<file path="src/rtl/traffic_pkg.sv">
// Shared traffic-controller types: detector states, light bit map and detector defaults.
// Imported by the detector, its interface and the bench.
package traffic_pkg;

  typedef enum logic [2:0] {
    DET_IDLE    = 3'd0,
    DET_QUALIFY = 3'd1,
    DET_REQUEST = 3'd2,
    DET_SERVED  = 3'd3,
    DET_LOCKOUT = 3'd4
  } det_state_e;

  // Bit positions in the controller's 12-bit lights vector.
  typedef enum int {
    MR_R          = 0,
    MR_Y          = 1,
    MR_G          = 2,
    MR_GL         = 3,
    MR_GR         = 4,
    PED_MR_WALK   = 5,
    PED_CR_WALK   = 6,
    PED_DONT_WALK = 7,
    CR_R          = 8,
    CR_Y          = 9,
    CR_GL         = 10,
    CR_GR         = 11
  } light_idx_e;

  localparam int DEF_DEBOUNCE    = 4;
  localparam int DEF_LOCKOUT     = 8;
  localparam int DEF_STUCK_LIMIT = 255;
  localparam int DEF_CNT_W       = 8;
  localparam int VEH_W           = 8;

endpackage

</file>
<file path="src/rtl/cr_vehicle_detector_if.sv">
// Sensor/controller side signals of the cross-road vehicle detector.
// The slave modport is the detector; the master modport is whoever drives the sensor and green level.
interface cr_vehicle_detector_if;
  logic                        loop_raw;
  logic                        cr_green;
  logic                        CR_vehicle_detect;
  logic                        sensor_fault;
  logic [traffic_pkg::VEH_W-1:0] veh_count;

  modport master (
    output loop_raw,
    output cr_green,
    input  CR_vehicle_detect,
    input  sensor_fault,
    input  veh_count
  );

  modport slave (
    input  loop_raw,
    input  cr_green,
    output CR_vehicle_detect,
    output sensor_fault,
    output veh_count
  );
endinterface

</file>
<file path="src/rtl/sync_2ff.sv">
// Two-flop synchroniser for a single asynchronous input; output lags the input by two edges.
// Both flops reset asynchronously to 0.
module sync_2ff (
  input  logic clk,
  input  logic rst,
  input  logic d,
  output logic q
);
  logic s1_q, s1_d;
  logic s2_q, s2_d;

  always_comb begin
    s1_d = d;
    s2_d = s1_q;
  end

  always_ff @(posedge clk or posedge rst) begin
    if (rst) begin
      s1_q <= 1'b0;
      s2_q <= 1'b0;
    end else begin
      s1_q <= s1_d;
      s2_q <= s2_d;
    end
  end

  assign q = s2_q;
endmodule

</file>
<file path="src/rtl/cr_vehicle_detector.sv">
// Turns the raw cross-road loop sensor into a latched, debounced request with post-green lockout.
// Request rises DEBOUNCE+2 edges after the sensor goes high; a stuck-on sensor forces the request high.
module cr_vehicle_detector
  import traffic_pkg::*;
#(
  parameter int DEBOUNCE    = DEF_DEBOUNCE,
  parameter int LOCKOUT     = DEF_LOCKOUT,
  parameter int STUCK_LIMIT = DEF_STUCK_LIMIT,
  parameter int CNT_W       = DEF_CNT_W
) (
  input logic                  clk,
  input logic                  rst,
  cr_vehicle_detector_if.slave det_if
);
  logic             loop_s;
  logic             cr_green;
  det_state_e       state_q, state_d;
  logic [CNT_W-1:0] deb_cnt_q, deb_cnt_d;
  logic [CNT_W-1:0] lock_cnt_q, lock_cnt_d;
  logic [CNT_W-1:0] stuck_cnt_q, stuck_cnt_d;
  logic [VEH_W-1:0] veh_cnt_q, veh_cnt_d;
  logic             fault_q, fault_d;
  logic             detect_q, detect_d;
  logic             fsm_det_d;

  sync_2ff u_loop_sync (
    .clk (clk),
    .rst (rst),
    .d   (det_if.loop_raw),
    .q   (loop_s)
  );

  assign cr_green = det_if.cr_green;

  always_comb begin
    state_d    = state_q;
    deb_cnt_d  = deb_cnt_q;
    lock_cnt_d = lock_cnt_q;
    veh_cnt_d  = veh_cnt_q;
    fsm_det_d  = 1'b0;
    case (state_q)
      DET_IDLE: begin
        if (loop_s && !cr_green) begin
          state_d   = DET_QUALIFY;
          deb_cnt_d = '0;
        end
      end
      DET_QUALIFY: begin
        if (!loop_s || cr_green) begin
          state_d = DET_IDLE;
        end else if (deb_cnt_q == CNT_W'(DEBOUNCE - 1)) begin
          state_d   = DET_REQUEST;
          fsm_det_d = 1'b1;
          veh_cnt_d = veh_cnt_q + VEH_W'(1);
        end else begin
          deb_cnt_d = deb_cnt_q + CNT_W'(1);
        end
      end
      // The vehicle may have left the loop; the request stays latched until green.
      DET_REQUEST: begin
        if (cr_green) state_d = DET_SERVED;
        else          fsm_det_d = 1'b1;
      end
      DET_SERVED: begin
        if (!cr_green) begin
          state_d    = DET_LOCKOUT;
          lock_cnt_d = '0;
        end
      end
      DET_LOCKOUT: begin
        if (lock_cnt_q == CNT_W'(LOCKOUT - 1)) state_d = DET_IDLE;
        else                                   lock_cnt_d = lock_cnt_q + CNT_W'(1);
      end
      default: state_d = DET_IDLE;
    endcase
  end

  // Stuck detection runs regardless of the FSM and forces the request while flagged.
  always_comb begin
    stuck_cnt_d = '0;
    fault_d     = 1'b0;
    if (loop_s) begin
      stuck_cnt_d = (stuck_cnt_q == CNT_W'(STUCK_LIMIT)) ? stuck_cnt_q : stuck_cnt_q + CNT_W'(1);
      fault_d     = fault_q | (stuck_cnt_d == CNT_W'(STUCK_LIMIT));
    end
    detect_d = fsm_det_d | fault_d;
  end

  always_ff @(posedge clk or posedge rst) begin
    if (rst) begin
      state_q     <= DET_IDLE;
      deb_cnt_q   <= '0;
      lock_cnt_q  <= '0;
      stuck_cnt_q <= '0;
      veh_cnt_q   <= '0;
      fault_q     <= 1'b0;
      detect_q    <= 1'b0;
    end else begin
      state_q     <= state_d;
      deb_cnt_q   <= deb_cnt_d;
      lock_cnt_q  <= lock_cnt_d;
      stuck_cnt_q <= stuck_cnt_d;
      veh_cnt_q   <= veh_cnt_d;
      fault_q     <= fault_d;
      detect_q    <= detect_d;
    end
  end

  assign det_if.CR_vehicle_detect = detect_q;
  assign det_if.sensor_fault      = fault_q;
  assign det_if.veh_count         = veh_cnt_q;
endmodule

</file>
<file path="src/flat_wrapper.sv">
// flat-port wrapper written by rule: the top's interface ports become plain ports
module cr_vehicle_detector_flat import traffic_pkg::*;
#(
  parameter int DEBOUNCE    = DEF_DEBOUNCE,
  parameter int LOCKOUT     = DEF_LOCKOUT,
  parameter int STUCK_LIMIT = DEF_STUCK_LIMIT,
  parameter int CNT_W       = DEF_CNT_W
)
  (clk, rst, det_if_loop_raw, det_if_cr_green, det_if_CR_vehicle_detect, det_if_sensor_fault, det_if_veh_count);
  cr_vehicle_detector_if det_if_i ();
  input logic clk;
  input logic rst;
  input wire logic [$bits(det_if_i.loop_raw)-1:0] det_if_loop_raw;
  input wire logic [$bits(det_if_i.cr_green)-1:0] det_if_cr_green;
  output wire logic [$bits(det_if_i.CR_vehicle_detect)-1:0] det_if_CR_vehicle_detect;
  output wire logic [$bits(det_if_i.sensor_fault)-1:0] det_if_sensor_fault;
  output wire logic [$bits(det_if_i.veh_count)-1:0] det_if_veh_count;
  assign det_if_i.loop_raw = det_if_loop_raw;
  assign det_if_i.cr_green = det_if_cr_green;
  assign det_if_CR_vehicle_detect = det_if_i.CR_vehicle_detect;
  assign det_if_sensor_fault = det_if_i.sensor_fault;
  assign det_if_veh_count = det_if_i.veh_count;
  cr_vehicle_detector #(.DEBOUNCE(DEBOUNCE), .LOCKOUT(LOCKOUT), .STUCK_LIMIT(STUCK_LIMIT), .CNT_W(CNT_W)) u_core (.clk(clk), .rst(rst), .det_if(det_if_i));
endmodule
</file>
<file path="config.mk">
export PLATFORM = sky130hd
export DESIGN_NAME = cr_vehicle_detector_flat
export DESIGN_NICKNAME = d
export VERILOG_FILES = /design/src/rtl/traffic_pkg.sv /design/src/rtl/cr_vehicle_detector_if.sv /design/src/rtl/sync_2ff.sv /design/src/rtl/cr_vehicle_detector.sv /design/src/flat_wrapper.sv
export SDC_FILE = /design/constraint.sdc
export NUM_CORES = 1
export LEC_CHECK = 0
export ABC_AREA = 1
export BUFFER_PORTS_ARGS = -buffer_cell sky130_fd_sc_hd__buf_4
export CORE_MARGIN = 2
export CORE_UTILIZATION = 44
export CTS_CLUSTER_DIAMETER = 60
export DETAILED_ROUTE_END_ITERATION = 10
export MAX_ROUTING_LAYER = met4
export PLACE_DENSITY = 0.66
export SYNTH_ARGS = -nofsm -noshare
export SYNTH_HDL_FRONTEND = slang
export SYNTH_HIERARCHICAL = 1
export SYNTH_SLANG_ARGS = --single-unit
</file>
<file path="constraint.sdc">
create_clock -name clk -period 1.5 [get_ports clk]
set_input_delay 0.3 -clock clk [delete_from_list [all_inputs] [get_ports clk]]
set_output_delay 0.3 -clock clk [all_outputs]
set_load 0.01 [all_outputs]
</file>
==> impl_results.md <==
- Cells after DPL: approximately 370
- VDD IR-drop max: 0.585 mV
- Diode count: 0
- Iteration-0 DRC count of the detailed router: about 80
- Design Power: 3.01 mW
- Flops & latches, synth: 39
- Clk pin slew, worst setup/hold paths: 70 ps
- Pins Over Slew Limit: 0
- Sequential Area: 976 µm²
- WS Path Type: reg2reg
- Commonest non-fill, non-tap cell in the layout: nand2_1
- Most frequent cells in the layout: nand2_1 (57), buf_4 (40), dfrtp_1 (39)
- Avg Synthesized Cell Area: between 8 and 9 µm²
- Number of global-route vias before repair: 1,726
- Drt pass-1 iters: 4
- IO Count: 14
- FMAX: 0.670 GHz
- RSZ-0062 raised after global routing: yes
- Met1 wire length: ~2.1 mm
- Non-filler cells in the finished layout: 381
- Synthesized instance count: between 200 and 300
- Leading area contributor after synthesis: dfrtp_1
- Worst endpoint data arrival time: 1670 ps
- Vias per cell: 4.79
- Share of cells above drive strength 1: 29.9%
- Top Layer Used: met4
- Layout Skew: 5.14 ps
- Placed Area: 2530 µm²
- Root Driver: clkbuf_8
- Worst skew pair latency: 280 ps
- WP data required: 1680 ps
- Synth-to-Final Area Change: 31.5%
- Die area: roughly 5500 µm²
- Post-DP HPWL: 3.15 mm
- # fillers: 426
- Status: completed
- GRT Total Usage: 17.7%
- Area of the multi-input gates: ~1200 µm²
- Fin crit period: 1490 ps
- Mapped Nets: 273
- Post-synthesis sequential area ratio: ~45%
- Largest net degree at the start of global routing: 38
- Post-route ant nets: 0
- Power Density: 1060 nW/µm²
- DIE HEIGHT: 74.2 µm
- Max-slew headroom: 69.1%
- CTS Buf Count: 5
- Yosys top cell area share: 45.1%
- Routed len/inst: 11.6 µm
- Startpoint class of the critical path: flip-flop
- Final Instance Area: 2850 µm²
- CP peak stage delay: around 380 ps
- Port-buffer cells: 13
- Row cnt: 25
- Yosys warns: 6
- Met3 routed WL: 104 µm
- CTS tree: yes
- Routability cong.: 0.805
- CTS Sinks: 39
- Remaining Overflow, GRT: 0
- Vias: around 1,800
- Setup violations, final: 0
- First-pass GRT wire length: 7.44 mm
- Synth Cell Area: 2170 µm²
- Max Cap Violations: 0
- Die W: between 70 and 80 µm
- Core Footprint: 4720 µm²
- H-tree level count: 2
- Final hold vios: 0
- Hold Crit Class: in2reg
- Crit-path cells: ha_2, nand2_1, inv_2, nand4_1, o21ai_2, a21oi_4, buf_12, nand3_1, o21ai_1
- Tcrit/Tclk final: 99.6%
- Worst-Margin Slew: between 400 and 500 ps
- Pre-CTS setup slack: -18.4 ps
- Static Leak: 1.41 nW
- Residual DRC: 0
- Fin Setup TNS: 0 ps
- Critical path endpoint category: flip-flop
- DRT Wirelength: 4.40 mm
- Crit Path Max Fanout: 12
- Worst Setup Slack, final: 6.51 ps
- Synth cell types: 34
- CP max stage cell: dfrtp_1
- Met2 WL: 2.14 mm
- Initial antenna violation count: 0
- Starting Density: 45.9%
- Nets: 322
- Max clock buf depth: 2
- Synth area leaders: dfrtp_1 (45%), nand2_1 (11%), inv_1 (6.1%)
[final cells by class]
class                   count  area share (%)
well taps                  67            2.94
inverters                  41            5.58
flip-flops and latches     39            34.3
multi-input cells         182            41.1
clock buffers               6            2.90
repair buffers             45            13.1
clock inverters             1           0.176
[kinds of logic after synthesis]
family | after synthesis | share of synthesized area [%]
buffers and inverters | 44 | 8.03
AND/OR/NAND/NOR | 128 | 28.9
AO/OA/AOI/OAI | 33 | 8.84
adder cells (fa/ha/maj) | 4 | 2.31
XOR/XNOR | 17 | 6.87
flip-flops | 39 | 45.1
[per-layer routing]
layer,vias to the layer above,track usage (%)
met4,0,4.65
met2,23,27.7
li1,950,-
met1,851,23.6
met5,-,-
met3,2,3.66
[worst paths after layout]
| check | slack (ps) | end | from | cells past startpoint |
|---|---|---|---|---|
| min | 120 | u_core/u_loop_sync/s1_q | det_if_loop_raw | 1 |
| min in group asynchronous | 430 | u_core/u_loop_sync/s1_q | rst | 3 |
| max in group asynchronous | 480 | u_core/deb_cnt_q[7] | rst | 4 |
| max | 7 | u_core/lock_cnt_q[1] | u_core/lock_cnt_q[1] | 9 |
| min reg2reg | 370 | u_core/u_loop_sync/q | u_core/u_loop_sync/s1_q | 0 |
| max reg2reg | 7 | u_core/lock_cnt_q[1] | u_core/lock_cnt_q[1] | 9 |
[critical path: cells and delay by family (launching register included)]
kind / cells / cell delay [ps]
buffers and inverters: 2 / 210
AO/OA/AOI/OAI: 3 / 390
AND/OR/NAND/NOR: 3 / 210
flip-flops: 1 / 380
adder cells (fa/ha/maj): 1 / 190
[synth_stat cells (all sizes together)]
master	count
o22ai	3
dfrtp	39
clkinv	1
o32ai	1
inv	40
xor2	11
nor2	21
nor4	2
or2	2
nand4	10
o21ai	16
ha	4
a31oi	1
xnor2	6
o21bai	2
a21oi	8
o31ai	2
buf	3
nand3	17
nand2	65
nand3b	2
nor3	9
[state kept, by name, summed over array words and instances, names as in the netlist]
name,cells
u_core/deb_cnt_q,8
u_core/lock_cnt_q,8
u_core/stuck_cnt_q,8
u_core/det_if.sensor_fault,1
u_core/det_if.CR_vehicle_detect,1
u_core/u_loop_sync/s1_q,1
u_core/det_if.veh_count,8
u_core/u_loop_sync/q,1
u_core/state_q,3
[power breakdown]
group	internal, mW	switching [mW]	leakage (nW)
clock	0.361	0.344	0.0470
combinational	0.430	0.506	0.827
sequential	1.20	0.173	0.532
total	1.99	1.02	1.41
[what timing repair did]
item	4_1_cts	5_1_grt
hold buffers	1	0
setup buffers	0	8
setup endpoints to repair	7	21
endpoints found under the hold margin	2	0
pin swaps	1	17
gates resized for setup	2	33
[per-stage QoR]
stage,utilization [%],hold WS [ps]
after floorplan,-,41.2
after global placement,53.7,169
after detailed placement,53.7,172
after CTS,55.9,110
after global routing,60.3,105
final,60.3,119
No activity file was read; power rests on OpenSTA's default activity.
